$ cat src/rtl/pkt_stream_arb.sv
// Packet-atomic round-robin arbiter: muxes NUM_SRC Avalon-ST sources onto one
// registered output stream, holding each grant until the packet's EOP beat.

module pkt_stream_arb_lane (
  input  logic clk,
  input  logic reset_n,
  input  logic set,
  input  logic clr,
  output logic flag
);
  // A violation seen in the same cycle as a clear takes precedence.
  always_ff @(posedge clk or negedge reset_n) begin
    if (!reset_n)  flag <= 1'b0;
    else if (set)  flag <= 1'b1;
    else if (clr)  flag <= 1'b0;
  end
endmodule

module pkt_stream_arb #(
  parameter int NUM_SRC = 4,
  parameter int DATA_W  = 64,
  parameter int EMPTY_W = 8,
  parameter int SRC_W   = $clog2(NUM_SRC)
) (
  input  logic                       clk,
  input  logic                       reset_n,
  input  logic [NUM_SRC-1:0]         in_valid,
  input  logic [NUM_SRC-1:0]         in_sop,
  input  logic [NUM_SRC-1:0]         in_eop,
  input  logic [NUM_SRC*DATA_W-1:0]  in_data,
  input  logic [NUM_SRC*EMPTY_W-1:0] in_empty,
  input  logic [NUM_SRC-1:0]         in_error,
  output logic [NUM_SRC-1:0]         in_ready,
  input  logic                       out_ready,
  output logic                       out_valid,
  output logic                       out_sop,
  output logic                       out_eop,
  output logic [DATA_W-1:0]          out_data,
  output logic [EMPTY_W-1:0]         out_empty,
  output logic                       out_error,
  output logic [SRC_W-1:0]           out_src,
  output logic [NUM_SRC-1:0]         frame_err,
  input  logic                       frame_err_clr
);

  typedef enum logic {IDLE, BUSY} state_t;

  localparam logic [SRC_W:0] NSRC = (SRC_W+1)'(NUM_SRC);

  state_t             state;
  logic [SRC_W-1:0]   grant, last, winner, sel;
  logic               pipe_ready, any_req, fwd_acc, mid_sop;
  logic [NUM_SRC-1:0] req, flush;

  logic [DATA_W-1:0]  data_a  [NUM_SRC];
  logic [EMPTY_W-1:0] empty_a [NUM_SRC];

  assign pipe_ready = out_ready | ~out_valid;
  assign req        = in_valid & in_sop;
  assign flush      = (state == IDLE) ? (in_valid & ~in_sop) : '0;

  // Rotating scan starting just after the last served source.
  always_comb begin
    logic [SRC_W:0] cand;
    any_req = 1'b0;
    winner  = '0;
    cand    = '0;
    for (int k = 1; k <= NUM_SRC; k++) begin
      cand = {1'b0, last} + (SRC_W+1)'(k);
      if (cand >= NSRC) cand = cand - NSRC;
      if (!any_req && req[cand[SRC_W-1:0]]) begin
        any_req = 1'b1;
        winner  = cand[SRC_W-1:0];
      end
    end
  end

  assign sel     = (state == IDLE) ? winner : grant;
  assign fwd_acc = pipe_ready & ((state == IDLE) ? any_req : in_valid[grant]);
  assign mid_sop = (state == BUSY) & fwd_acc & in_sop[grant];

  always_comb begin
    in_ready = '0;
    if (reset_n) begin
      if (state == IDLE) begin
        in_ready = flush;
        if (any_req && pipe_ready) in_ready[winner] = 1'b1;
      end else begin
        in_ready[grant] = pipe_ready;
      end
    end
  end

  for (genvar i = 0; i < NUM_SRC; i++) begin : g_lane
    assign data_a[i]  = in_data[i*DATA_W +: DATA_W];
    assign empty_a[i] = in_empty[i*EMPTY_W +: EMPTY_W];

    pkt_stream_arb_lane u_lane (
      .clk     (clk),
      .reset_n (reset_n),
      .set     (flush[i] | (mid_sop & (grant == SRC_W'(i)))),
      .clr     (frame_err_clr),
      .flag    (frame_err[i])
    );
  end

  always_ff @(posedge clk or negedge reset_n) begin
    if (!reset_n) begin
      state     <= IDLE;
      grant     <= '0;
      last      <= SRC_W'(NUM_SRC-1);
      out_valid <= 1'b0;
      out_sop   <= 1'b0;
      out_eop   <= 1'b0;
      out_data  <= '0;
      out_empty <= '0;
      out_error <= 1'b0;
      out_src   <= '0;
    end else if (fwd_acc) begin
      out_valid <= 1'b1;
      out_sop   <= in_sop[sel];
      out_eop   <= in_eop[sel];
      out_data  <= data_a[sel];
      out_empty <= empty_a[sel];
      out_error <= in_error[sel] | mid_sop;
      out_src   <= sel;
      if (state == IDLE) begin
        if (in_eop[sel]) begin
          last <= winner;
        end else begin
          grant <= winner;
          state <= BUSY;
        end
      end else if (in_eop[sel]) begin
        last  <= grant;
        state <= IDLE;
      end
    end else if (pipe_ready) begin
      out_valid <= 1'b0;
    end
  end

endmodule

$ cat config.mk
export PLATFORM = sky130hd
export DESIGN_NAME = pkt_stream_arb
export DESIGN_NICKNAME = d
export VERILOG_FILES = /design/src/rtl/pkt_stream_arb.sv
export SDC_FILE = /design/constraint.sdc
export NUM_CORES = 1
export LEC_CHECK = 0
export BUFFER_PORTS_ARGS = -buffer_cell sky130_fd_sc_hd__buf_4
export CAP_MARGIN = 20
export CORE_AREA = 5 5 150 152
export CTS_CLUSTER_DIAMETER = 100
export DETAILED_ROUTE_END_ITERATION = 8
export DIE_AREA = 0 0 155 157
export HOLD_SLACK_MARGIN = 0.15
export MAX_ROUTING_LAYER = met4
export PLACE_DENSITY = 0.6
export SETUP_SLACK_MARGIN = 0.02
export SLEW_MARGIN = 5
export SYNTH_ARGS = -nofsm -noshare
export SYNTH_HDL_FRONTEND = slang
export SYNTH_SLANG_ARGS = --single-unit
$ cat constraint.sdc
create_clock -name clk -period 2.9 [get_ports clk]
set_input_delay 0.145 -clock clk [delete_from_list [all_inputs] [get_ports clk]]
set_output_delay 0.145 -clock clk [all_outputs]
set_load 0.03 [all_outputs]
==> flow_summary.yaml, run 1 <==
placement:
  hpwl_um: 18200
  io_buffers: 393
  place_ws_ps: 363
  dpl_cell_area_um2: 8780
  gp_congestion: 0.896
outcome:
  status: "aborted with a tool error"
  stop_stage: "clock tree synthesis (4_1_cts)"
  error_line: "[ERROR RSZ-0060] Max buffer count reached."
clock_tree:
  root_buffer: "clkbuf_16"
  clock_sinks: 87
  postCtsSetupBuffers: 0
  h-tree-depth: 3
  clockBufferDepth: 2
  hold_buffers: 238
  numCtsBuffers: 9
  cts_resized: 0
die:
  ios: 394
  rows: 53
  start_util: 0.262
  die_h_um: 157
  dieWidth_um: 155
logic_synthesis:
  synth-xor-area-share: 0
  ys_warn_count: 0
  ys.flop_type: "dfrtp_1"
  synth_compound_area_frac: 0.159
  synth_edf_count: 0
  synth_top_family_by_area: "multiplexers"
  synth.avg_cell_area_um2: 10.2
  synth-seq-area-share: 0.398
  synthMuxAreaShare: 0.289
  syn_nets: 845
  syn_area_um2: 5480
  synthCells: 537
  synth-simple-area-share: 0.107
  ys_types: 46
  synthAdderAreaFrac: 0
  synthArstFlopShare: 1.00
  ys_ff_latch: 87
==> cell families after synthesis <==
family,after synthesis
buffers and inverters,55
AOI/OAI and AO/OA,106
DFF,87
muxes,155
and+or+nand+nor,134
==> Yosys cell counts, drive strengths merged, types with 2 or more instances <==
cell type,n,share of area
inv,4,0.0027
a32oi,2,0.0032
a211oi,2,0.0027
nand4,3,0.0034
mux4,2,0.0089
nand2b,4,0.0046
mux2i,151,0.28
nor2,8,0.0055
o221ai,74,0.12
or3b,2,0.0037
a221o,2,0.0037
and3,2,0.0023
mux2,2,0.0048
nand2,97,0.067
and2,3,0.0034
nand3,5,0.0046
dfrtp,85,0.39
buf,26,0.027
a21oi,3,0.0027
dfstp,2,0.0096
clkbuf,25,0.017
nor2b,5,0.0057
o21ai,12,0.011
==> per-stage QoR <==
| step | instances | hold WS (ps) |
|---|---|---|
| detailed placement | 1171 | 313 |
| global placement | 1171 | 314 |
| floorplan | 537 | -151 |
==> run 2: changes to the inputs <==
CORE_AREA = not set   (was 5 5 150 152)
CORE_MARGIN = 5   (was not set)
CORE_UTILIZATION = 20   (was not set)
CTS_CLUSTER_DIAMETER = not set   (was 100)
DIE_AREA = not set   (was 0 0 155 157)
HOLD_SLACK_MARGIN = not set   (was 0.15)
MAX_ROUTING_LAYER = not set   (was met4)
PLACE_DENSITY = not set   (was 0.6)
PLACE_DENSITY_LB_ADDON = 0.15   (was not set)
SETUP_SLACK_MARGIN = not set   (was 0.02)
==> run 2 against run 1 <==
The run now ends clean; synthesized cell count did not move; synthesized area stayed put.
==> flow_summary.yaml, run 2 <==
logic_synthesis:
  synth_compound_area_frac: 0.159
  synthArstFlopShare: 1.00
  ys_top_cells_by_area: "dfrtp_1 39%, mux2i_1 28%, o221ai_1 12%, nand2_1 6.6%, buf_2 1.9%"
  synth.top_cell.area_share: 0.388
  synth_edf_count: 0
  ys_warn_count: 0
  synthAdderAreaFrac: 0
  syn_area_um2: 5480
  synthCells: 537
  yosysTopAreaCell: "dfrtp_1"
  synth-simple-area-share: 0.107
  syn_nets: 845
  synthMuxAreaShare: 0.289
  synth_most_common_cell: "mux2i_1"
  ys.flop_type: "dfrtp_1"
  ys_ff_latch: 87
  synth-xor-area-share: 0
  synthTopCellsByCount: "151 x mux2i_1, 96 x nand2_1, 85 x dfrtp_1"
  ys_types: 46
  synth-seq-area-share: 0.398
  synth_top_family_by_area: "multiplexers"
  synth.avg_cell_area_um2: 10.2
layout:
  regMostFlops: "out_data"
  largestRegisters: "out_data: 64 flops, out_empty: 8 flops, g_lane.u_lane.flag: 4 flops"
  layout-drive-gt1-share: 0.481
  mostFrequentLayoutCell: "buf_4"
  fill_cells: 2790
  largest_reg_flops: 64
  syn_to_final_growth_pct: 68.0
  mostFrequentLayoutCells: "404 x buf_4, 151 x mux2i_1, 94 x nand2_1"
  nNetsFinal: 1220
  n_antenna_cell: 0
worst_setup_path:
  rr_startpoint: "last[1]"
  crit_path_max_fanout: 9
  end_kind: "primary output"
  crit_required_ps: 2760
  r2r_end: "out_data[17]"
  cp_cell_sequence: "nand3_1, or3b_4, and3_1, nor3b_1, o21ai_0, a21boi_0, buf_4"
  critPathSlowestCell: "dfstp_2"
  cp-start-kind: "flip-flop"
  worstPathArrival_ps: 2480
  cp_top_family: "simple AND/OR/NAND/NOR gates"
  r2r_setup_slack_ps: 410
  rr_worst_depth: 8
  cp_slowest_stage_delay_ps: 610
  cp_num_buf_inv: 1
  path_class: "flip-flop to primary output"
  worstSetupStartpoint: "last[1]"
die:
  die_h_um: 176
  core_area_um2: 27000
  die-area_um2: 30800
  dieWidth_um: 176
  rows: 60
  start_util: 0.203
  ios: 394
timing:
  fin_crit_ps: 2620
  maxSlewViolCount: 0
  setup-tns-final_ps: 0
  worstMarginPinSlew_ps: 635
  fmax_ghz: 0.381
  max_slew_margin: 0.576
  hold_viol: 0
  clock_skew_ps: 8.62
  rsz0062_at_grt: "false"
  fin_crit_sh: 0.905
  whs_ps: 44.6
  setup_viol: 0
pwr:
  cellPowerDensity_nw_per_um2: 1090
  ir_worst_vdd_uv: 417
  p_leak_nw: 4.84
routing:
  drc_errors: 0
  first_pass_iters: 4
  wire_per_inst_um: 19.0
  first_iter_violations: 239
  antenna_left: 0
  vias: 5814
  drt-total-wl_um: 23900
  routed_via_density: 4.62
flow_run:
  maxCapViolCount: 0
clock_tree:
  postCtsSetupBuffers: 0
  clock_sinks: 87
  numCtsBuffers: 9
  clockBufferDepth: 2
  cts_resized: 0
  clk_pin_slew_worst_paths_ps: 70
  insertion_delay_ps: 350
  root_buffer: "clkbuf_16"
  cts_tree: "done"
  h-tree-depth: 3
grt:
  grt_pass1_wl_um: 36200
  grt_overflow_total: 0
  grt_max_degree: 44
  antenna_found_initial: 0
  track_usage: 0.148
  grt_pass1_vias: 6218
min_path:
  holdPathEnd: "g_lane[2].u_lane.flag"
  min_from: "frame_err_clr"
  hold_path.class: "input pin to flip-flop"
  min_delay_path_depth: 2
placement:
  gp_congestion: 0.761
  hpwl_um: 18600
  io_buffers: 393
outcome:
  status: "finished, final reports clean"
-- run 2: cell counts after synthesis --
No cell type changed its count.
-- run 2: how the worst max path moves through the flow --
stage                         to  slack, ps  depth (start not counted)
global placement    out_data[19]        470                          8
floorplan               grant[1]        610                          8
global route         in_ready[2]        180                          7
finish               in_ready[3]        280                          7
CTS                  in_ready[3]        270                          7
detailed placement  out_data[17]        410                          8
-- run 2: kinds of logic after synthesis --
family | Yosys count
multiplexers | 155
AND/OR/NAND/NOR | 134
AO/OA/AOI/OAI | 106
flip-flops | 87
buffers and inverters | 55
-- run 2: power breakdown --
part	internal (W)	switching (W)	total, W
Clock	0.000630	0.000535	0.00117
Combinational	0.00286	0.00379	0.00665
Sequential	0.00184	0.000342	0.00218
-- run 2: area by class of cell --
| cell class | instances | area [µm²] | area share |
|---|---|---|---|
| tap | 341 | 427 | 0.0463 |
| timing repair buffer | 415 | 3240 | 0.352 |
| clock buffer | 12 | 256 | 0.0278 |
| clock inverter | 4 | 30.0 | 0.00326 |
| inverter | 4 | 15.0 | 0.00163 |
| sequential | 87 | 2180 | 0.237 |
| multi-input combinational | 395 | 3060 | 0.332 |
-- run 2: worst register-to-register path: cells and delay by family (launching register included) --
family	cells	cell delay (ps)
buf+inv	3	640
compound gates	3	610
flops	1	610
simple gates	1	210
mux	1	270
-- run 2: timing repair --
| item | CTS | global route |
|---|---|---|
| endpoints found under the setup margin | 0 | 0 |
| endpoints found under the hold margin | 29 | 0 |
| hold buffers | 1 | 0 |
-- run 2: routing by layer --
layer  part of all wire  vias to the layer above  wire (µm)  track usage
met3              0.084                       16       2010       0.0428
met2               0.51                      263      12100        0.254
met4              0.014                        0        342       0.0406
li1                   -                     2793          -            -
met1               0.39                     2742       9440        0.182
met5                  0                        -          0            0
-- run 2: per-stage QoR --
| stage | worst slack [ps] | power [W] | std cells | util | instance area [µm²] |
|---|---|---|---|---|---|
| 5_1_grt | 178 | 0.0107 | 1258 | 0.342 | 9210 |
| 3_3_place_gp | 468 | 0.00899 | 1241 | 0.331 | 8910 |
| 3_5_place_dp | 412 | 0.00899 | 1241 | 0.331 | 8910 |
| 6_report | 275 | 0.0100 | 1258 | 0.342 | 9210 |
| 4_1_cts | 265 | 0.0102 | 1258 | 0.342 | 9210 |
| 2_1_floorplan | 609 | 0.00646 | 537 | - | 5480 |
Power figures use the tool's default switching activity.
